<file path="config.mk">
export PLATFORM = sky130hd
export DESIGN_NAME = seg7_scan_ctrl_flat
export DESIGN_NICKNAME = d
export VERILOG_FILES = /design/src/rtl/seg7_wr_if.sv /design/src/rtl/seg7_scan_ctrl.sv /design/src/flat_wrapper.sv
export SDC_FILE = /design/constraint.sdc
export NUM_CORES = 1
export LEC_CHECK = 0
export CORE_UTILIZATION = 60
export CTS_CLUSTER_DIAMETER = 100
export DETAILED_ROUTE_END_ITERATION = 12
export GPL_TIMING_DRIVEN = 0
export PLACE_DENSITY = 0.88
export SETUP_SLACK_MARGIN = 0.2
export SLEW_MARGIN = 10
export SYNTH_ARGS = -nofsm -noshare
export SYNTH_HDL_FRONTEND = slang
export SYNTH_SLANG_ARGS = --single-unit
</file>
<file path="constraint.sdc">
create_clock -name CLK -period 3.5 [get_ports CLK]
set_input_delay 0.7 -clock CLK [delete_from_list [all_inputs] [get_ports CLK]]
set_output_delay 0.7 -clock CLK [all_outputs]
set_load 0.02 [all_outputs]
</file>
<file path="src/rtl/seg7_wr_if.sv">
// Write port of the 7-segment scan controller: a producer offers a 16-bit
// display value with wr_valid and the controller takes it when wr_ready is
// high in the same cycle.
interface seg7_wr_if;
    logic        wr_valid;
    logic        wr_ready;
    logic [15:0] wr_data;

    modport master (output wr_valid, output wr_data, input wr_ready);
    modport slave  (input wr_valid, input wr_data, output wr_ready);
endinterface

</file>
<file path="src/rtl/seg7_scan_ctrl.sv">
// Scan scheduler for a 4-digit multiplexed 7-segment display.
// Each digit slot lasts SCAN_DIV clocks; the first GUARD clocks keep every
// anode off to stop ghosting, and the rest of the slot is PWM-dimmed by
// 'bright'. New values are double-buffered (pending -> disp) and only swap
// on the last cycle of slot 3, so a frame never mixes old and new digits.
// Optional build macro: LEAD_ZERO_BLANK_EN blanks leading zero digits
// (digit 0 is always shown); slot timing is identical either way.
module seg7_scan_ctrl #(
    parameter logic [15:0] SCAN_DIV = 16'd50000,
    parameter logic [7:0]  GUARD    = 8'd64
) (
    input  logic       CLK,
    input  logic       RST,
    seg7_wr_if.slave   wr,
    input  logic [3:0] bright,
    output logic [3:0] digit_o,
    output logic [1:0] slot_o,
    output logic       frame_o,
    output logic [3:0] an_o
);

    typedef enum logic [0:0] {
        ST_GUARD = 1'b0,
        ST_ON    = 1'b1
    } state_t;

    localparam logic [15:0] CNT_LAST = SCAN_DIV - 16'd1;
    localparam logic [15:0] GUARD16  = {8'd0, GUARD};

    state_t      state_r, state_nxt_s;
    logic [15:0] slot_cnt_r, slot_cnt_nxt_s;
    logic [1:0]  slot_r, slot_nxt_s;
    logic [3:0]  pwm_cnt_r, pwm_nxt_s;
    logic [15:0] disp_r, disp_nxt_s;
    logic [15:0] pend_r;
    logic        pend_full_r;
    logic [3:0]  an_r, an_nxt_s;
    logic [3:0]  digit_r, digit_nxt_s;
    logic        frame_r, frame_nxt_s;
    logic        cnt_wrap_s, boundary_s, accept_s, commit_s;

    // Slot is blanked when it and every higher digit hold zero (never digit 0).
    function automatic logic lead_blank(input logic [1:0] slot, input logic [15:0] disp);
`ifdef LEAD_ZERO_BLANK_EN
        case (slot)
            2'd3:    lead_blank = (disp[15:12] == 4'd0);
            2'd2:    lead_blank = (disp[15:8]  == 8'd0);
            2'd1:    lead_blank = (disp[15:4]  == 12'd0);
            default: lead_blank = 1'b0;
        endcase
`else
        lead_blank = 1'b0;
`endif
    endfunction

    // Nibble of the display word that belongs to a slot.
    function automatic logic [3:0] nibble_of(input logic [1:0] slot, input logic [15:0] disp);
        case (slot)
            2'd0:    nibble_of = disp[3:0];
            2'd1:    nibble_of = disp[7:4];
            2'd2:    nibble_of = disp[11:8];
            2'd3:    nibble_of = disp[15:12];
            default: nibble_of = 4'd0;
        endcase
    endfunction

    // Next values of the scan counters, handshake and frame-boundary commit.
    always_comb begin
        cnt_wrap_s     = (slot_cnt_r == CNT_LAST);
        slot_cnt_nxt_s = cnt_wrap_s ? 16'd0 : (slot_cnt_r + 16'd1);
        slot_nxt_s     = cnt_wrap_s ? (slot_r + 2'd1) : slot_r;
        boundary_s     = cnt_wrap_s && (slot_r == 2'd3);
        pwm_nxt_s      = pwm_cnt_r + 4'd1;
        accept_s       = wr.wr_valid && !pend_full_r;
        commit_s       = boundary_s && pend_full_r;
        disp_nxt_s     = commit_s ? pend_r : disp_r;
    end

    // Scan counters: slot position, slot index and free-running PWM phase.
    always_ff @(posedge CLK) begin
        if (RST) begin
            slot_cnt_r <= 16'd0;
            slot_r     <= 2'd0;
            pwm_cnt_r  <= 4'd0;
        end else begin
            slot_cnt_r <= slot_cnt_nxt_s;
            slot_r     <= slot_nxt_s;
            pwm_cnt_r  <= pwm_nxt_s;
        end
    end

    // FSM state register.
    always_ff @(posedge CLK) begin
        if (RST) begin
            state_r <= ST_GUARD;
        end else begin
            state_r <= state_nxt_s;
        end
    end

    // FSM next state: GUARD covers slot_cnt < GUARD, ON the rest of the slot.
    always_comb begin
        state_nxt_s = state_r;
        case (state_r)
            ST_GUARD: begin
                if (slot_cnt_nxt_s >= GUARD16) begin
                    state_nxt_s = ST_ON;
                end else begin
                    state_nxt_s = ST_GUARD;
                end
            end
            ST_ON: begin
                if (cnt_wrap_s) begin
                    state_nxt_s = ST_GUARD;
                end else begin
                    state_nxt_s = ST_ON;
                end
            end
            default: state_nxt_s = ST_GUARD;
        endcase
    end

    // FSM outputs, computed one cycle ahead so the output registers line up
    // with the counters they describe.
    always_comb begin
        an_nxt_s = 4'b1111;
        if ((state_nxt_s == ST_ON) && (pwm_nxt_s < bright) &&
            !lead_blank(slot_nxt_s, disp_nxt_s)) begin
            an_nxt_s[slot_nxt_s] = 1'b0;
        end else begin
            an_nxt_s = 4'b1111;
        end

        if (slot_cnt_nxt_s == 16'd0) begin
            digit_nxt_s = nibble_of(slot_nxt_s, disp_nxt_s);
        end else begin
            digit_nxt_s = digit_r;
        end

        frame_nxt_s = (slot_nxt_s == 2'd3) && (slot_cnt_nxt_s == CNT_LAST);
    end

    // Pending buffer and displayed word; a full pending word blocks new writes.
    always_ff @(posedge CLK) begin
        if (RST) begin
            pend_r      <= 16'd0;
            pend_full_r <= 1'b0;
            disp_r      <= 16'd0;
        end else if (commit_s) begin
            disp_r      <= pend_r;
            pend_full_r <= 1'b0;
        end else if (accept_s) begin
            pend_r      <= wr.wr_data;
            pend_full_r <= 1'b1;
        end else begin
            pend_full_r <= pend_full_r;
        end
    end

    // Output registers.
    always_ff @(posedge CLK) begin
        if (RST) begin
            an_r    <= 4'b1111;
            digit_r <= 4'd0;
            frame_r <= 1'b0;
        end else begin
            an_r    <= an_nxt_s;
            digit_r <= digit_nxt_s;
            frame_r <= frame_nxt_s;
        end
    end

    assign an_o        = an_r;
    assign digit_o     = digit_r;
    assign frame_o     = frame_r;
    assign slot_o      = slot_r;
    assign wr.wr_ready = ~pend_full_r;

endmodule

</file>
<file path="src/flat_wrapper.sv">
// flat-port wrapper written by rule: the top's interface ports become plain ports
module seg7_scan_ctrl_flat 
#(
    parameter logic [15:0] SCAN_DIV = 16'd50000,
    parameter logic [7:0]  GUARD    = 8'd64
)
  (CLK, RST, bright, digit_o, slot_o, frame_o, an_o, wr_wr_valid, wr_wr_data, wr_wr_ready);
  seg7_wr_if wr_i ();
  input  logic CLK;
  input  logic RST;
  input  logic [3:0] bright;
  output logic [3:0] digit_o;
  output logic [1:0] slot_o;
  output logic frame_o;
  output logic [3:0] an_o;
  input wire logic [$bits(wr_i.wr_valid)-1:0] wr_wr_valid;
  input wire logic [$bits(wr_i.wr_data)-1:0] wr_wr_data;
  output wire logic [$bits(wr_i.wr_ready)-1:0] wr_wr_ready;
  assign wr_i.wr_valid = wr_wr_valid;
  assign wr_i.wr_data = wr_wr_data;
  assign wr_wr_ready = wr_i.wr_ready;
  seg7_scan_ctrl #(.SCAN_DIV(SCAN_DIV), .GUARD(GUARD)) u_core (.CLK(CLK), .RST(RST), .wr(wr_i), .bright(bright), .digit_o(digit_o), .slot_o(slot_o), .frame_o(frame_o), .an_o(an_o));
endmodule
</file>
==> flow_metrics.tcl <==
set metrics [dict create \
    rows 26 \
    io_pins 35 \
    setup_viol 0 \
    synthArstFlopShare 0 \
    min_period_ps 2480 \
    post-route-drc-count 0 \
    die_h_microns 75.0 \
    hold_viol 0 \
    area_growth_pct 20.5 \
    required_ps 3710 \
    outcome "finished, final reports clean" \
    cp-start-kind "register" \
    postCtsSetupBuffers 0 \
    worstPathArrival_ps 2690 \
    firstDrtPassIters 5 \
    skew_ps 11.4 \
    gp_congestion 0.853 \
    viasPerCell 5.63 \
    drv_cap 0 \
    layout-drive-gt1-share 0.110 \
    end_kind "register" \
    timing.fmax_ghz 0.404 \
    grt_use_total 0.276 \
    setup_tns_ps 0 \
    r2r-end "u_core.digit_o[2]" \
    die_x_microns 75.0 \
    slew_headroom 0.516 \
    port_buffers 34 \
    whs_path_depth 1 \
    grt_max_degree 13 \
    tightest_slew_ps 727 \
    clock-sinks 65 \
    final_nets 445 \
    synth_top_area_frac 0.407 \
    synth-seq-area-share 0.407 \
    reg2reg_slack_ps 1020 \
    netlist_top_cells_area "dfxtp_1 41%, mux2i_1 7.5%, nand2_1 5.9%" \
    ant_nets 0 \
    slew_violations 0 \
    vias 2755 \
    die_area_sq_um 5630 \
    clock-root-buffer "clkbuf_8" \
    tritoncts "built" \
    min_from "u_core.pwm_cnt_r[0]" \
    synth_edf_count 0 \
    hold_class "reg -> reg" \
    dp_cells 473 \
    clkLatencyLatePin_ps 350 \
    postCtsHoldBufs 0 \
    yosys.cell_types.count 53 \
    core_sq_um 5110 \
    post_layout_nonfiller_instances 489 \
    yosys_register_bits 65 \
    cts_resized 0 \
    rsz0062_at_grt "no" \
    clock_path_buffers 2 \
    critPathMaxFanout 6 \
    globalRouteOverflowTotal 0 \
    synth_flop_cell "dfxtp_1" \
    fin_hold_ws_ps 464 \
    synth_most_common_cell "dfxtp_1" \
    synth_warnings 0 \
    worstSetupPathType "reg -> reg" \
    p_leak_nw 1.38 \
    rr_startpoint "u_core.slot_cnt_r[0]" \
    wl_per_cell_microns 14.6 \
    powerDensity_nw_per_um2 417 \
    worstRegToRegCells 10 \
    dp_hpwl_microns 5120 \
    netlist_instances 369 \
    vdd_drop_max_mv 0.322 \
    htree_levels 3 \
    avgSynthCellArea_sq_um 8.67 \
    syn_nets 400 \
    grt_pass1_wl_microns 11300 \
    start_util 0.626 \
    dr.first_iter.drc_count 186 \
    path_clk_slew_ps 70 \
    antennaDiodeCount 0 \
    fin_crit_sh 0.708 \
    grt_pass1_vias 2484 \
    netlist_area_sq_um 3200 \
    synth_common_cells "65 x dfxtp_1, 50 x nand2_1, 43 x nor2_1" \
    yosysTopAreaCell "dfxtp_1" \
    holdPathEnd "u_core.pwm_cnt_r[0]" \
    drt-total-wl_microns 7120 \
    numCtsBuffers 9 \
    antenna_found_initial 0 \
]
[cells in the final DEF, fill, tap and decap left out, types with 6 or more instances in the layout]
| master | instances |
|---|---|
| a21oi_1 | 30 |
| ha_1 | 8 |
| nand4_1 | 6 |
| clkdlybuf4s50_1 | 34 |
| dfxtp_1 | 65 |
| nand2_1 | 50 |
| mux2i_1 | 24 |
| nand3_1 | 10 |
| nor2_1 | 43 |
| nor3_1 | 6 |
| inv_1 | 16 |
| xor2_1 | 8 |
| clkbuf_1 | 10 |
| clkbuf_8 | 10 |
| xnor2_1 | 10 |
[worst max path at each step]
stage                    startpoint           endpoint  cells past startpoint
3_5_place_dp                    RST   u_core.disp_r[0]                      4
6_report       u_core.slot_cnt_r[0]  u_core.digit_o[2]                     10
4_1_cts        u_core.slot_cnt_r[0]  u_core.digit_o[2]                      9
2_1_floorplan      u_core.slot_o[0]  u_core.digit_o[0]                      7
3_3_place_gp                    RST   u_core.slot_o[0]                      4
5_1_grt        u_core.slot_cnt_r[0]  u_core.digit_o[2]                      9
[layer usage]
layer	global-route usage	part of all wire	vias up
met1	0.328	0.43	1272
li1	-	-	1358
met3	0.0843	0.058	17
met4	0.124	0.027	0
met2	0.458	0.48	108
met5	0	0	-
[registers in the layout, summed over array words and instances, names as in the netlist]
signal              cells
u_core.an_o             4
u_core.digit_o          4
u_core.disp_r          16
u_core.frame_o          1
u_core.pend_full_r      1
u_core.pend_r          16
u_core.pwm_cnt_r        4
u_core.slot_cnt_r      16
u_core.slot_o           2
u_core.state_r          1
[power by group]
group | total (mW) | internal, mW | switching, mW
logic | 0.105 | 0.0528 | 0.0526
registers | 0.778 | 0.759 | 0.0192
clock network | 0.725 | 0.423 | 0.303
total | 1.61 | 1.23 | 0.375
[stage by stage]
step	power, mW	utilization	instance area, sq um	setup slack, ps
after CTS	1.61	0.755	3850	1070
after floorplan	0.847	-	3200	1400
final	1.61	0.755	3850	1020
after global routing	1.66	0.755	3850	837
after detailed placement	0.900	0.710	3630	1050
after global placement	0.895	0.710	3630	1070
[area by class of cell]
type / count / area (sq um)
Inverter: 16 / 60.1
Sequential cell: 65 / 1300
Buffer: 18 / 83.8
Fill cell: 381 / 1250
Clock inverter: 6 / 90.1
Timing Repair Buffer: 34 / 340
Tap cell: 70 / 87.6
Clock buffer: 10 / 138
Multi-Input combinational cell: 270 / 1750
[critical path, stage by stage, from the launching register on]
cell and delay (ps):
dfxtp_1 410, ha_1 270, nand3_1 190, nor3_2 300, and2_1 200, buf_6 150, nand2_2 100, o21ai_4 240
a221oi_1 140, a211oi_1 280, nor3_1 70
[kinds of logic after synthesis]
| logic type | count (synthesis) | share of synthesized area |
|---|---|---|
| buffers and inverters | 34 | 0.0450 |
| XOR/XNOR | 19 | 0.0579 |
| flip-flops | 65 | 0.407 |
| multiplexers | 26 | 0.0821 |
| AO/OA/AOI/OAI | 61 | 0.122 |
| adder cells (fa/ha/maj) | 8 | 0.0313 |
| AND/OR/NAND/NOR | 156 | 0.255 |
Power figures use the tool's default switching activity.
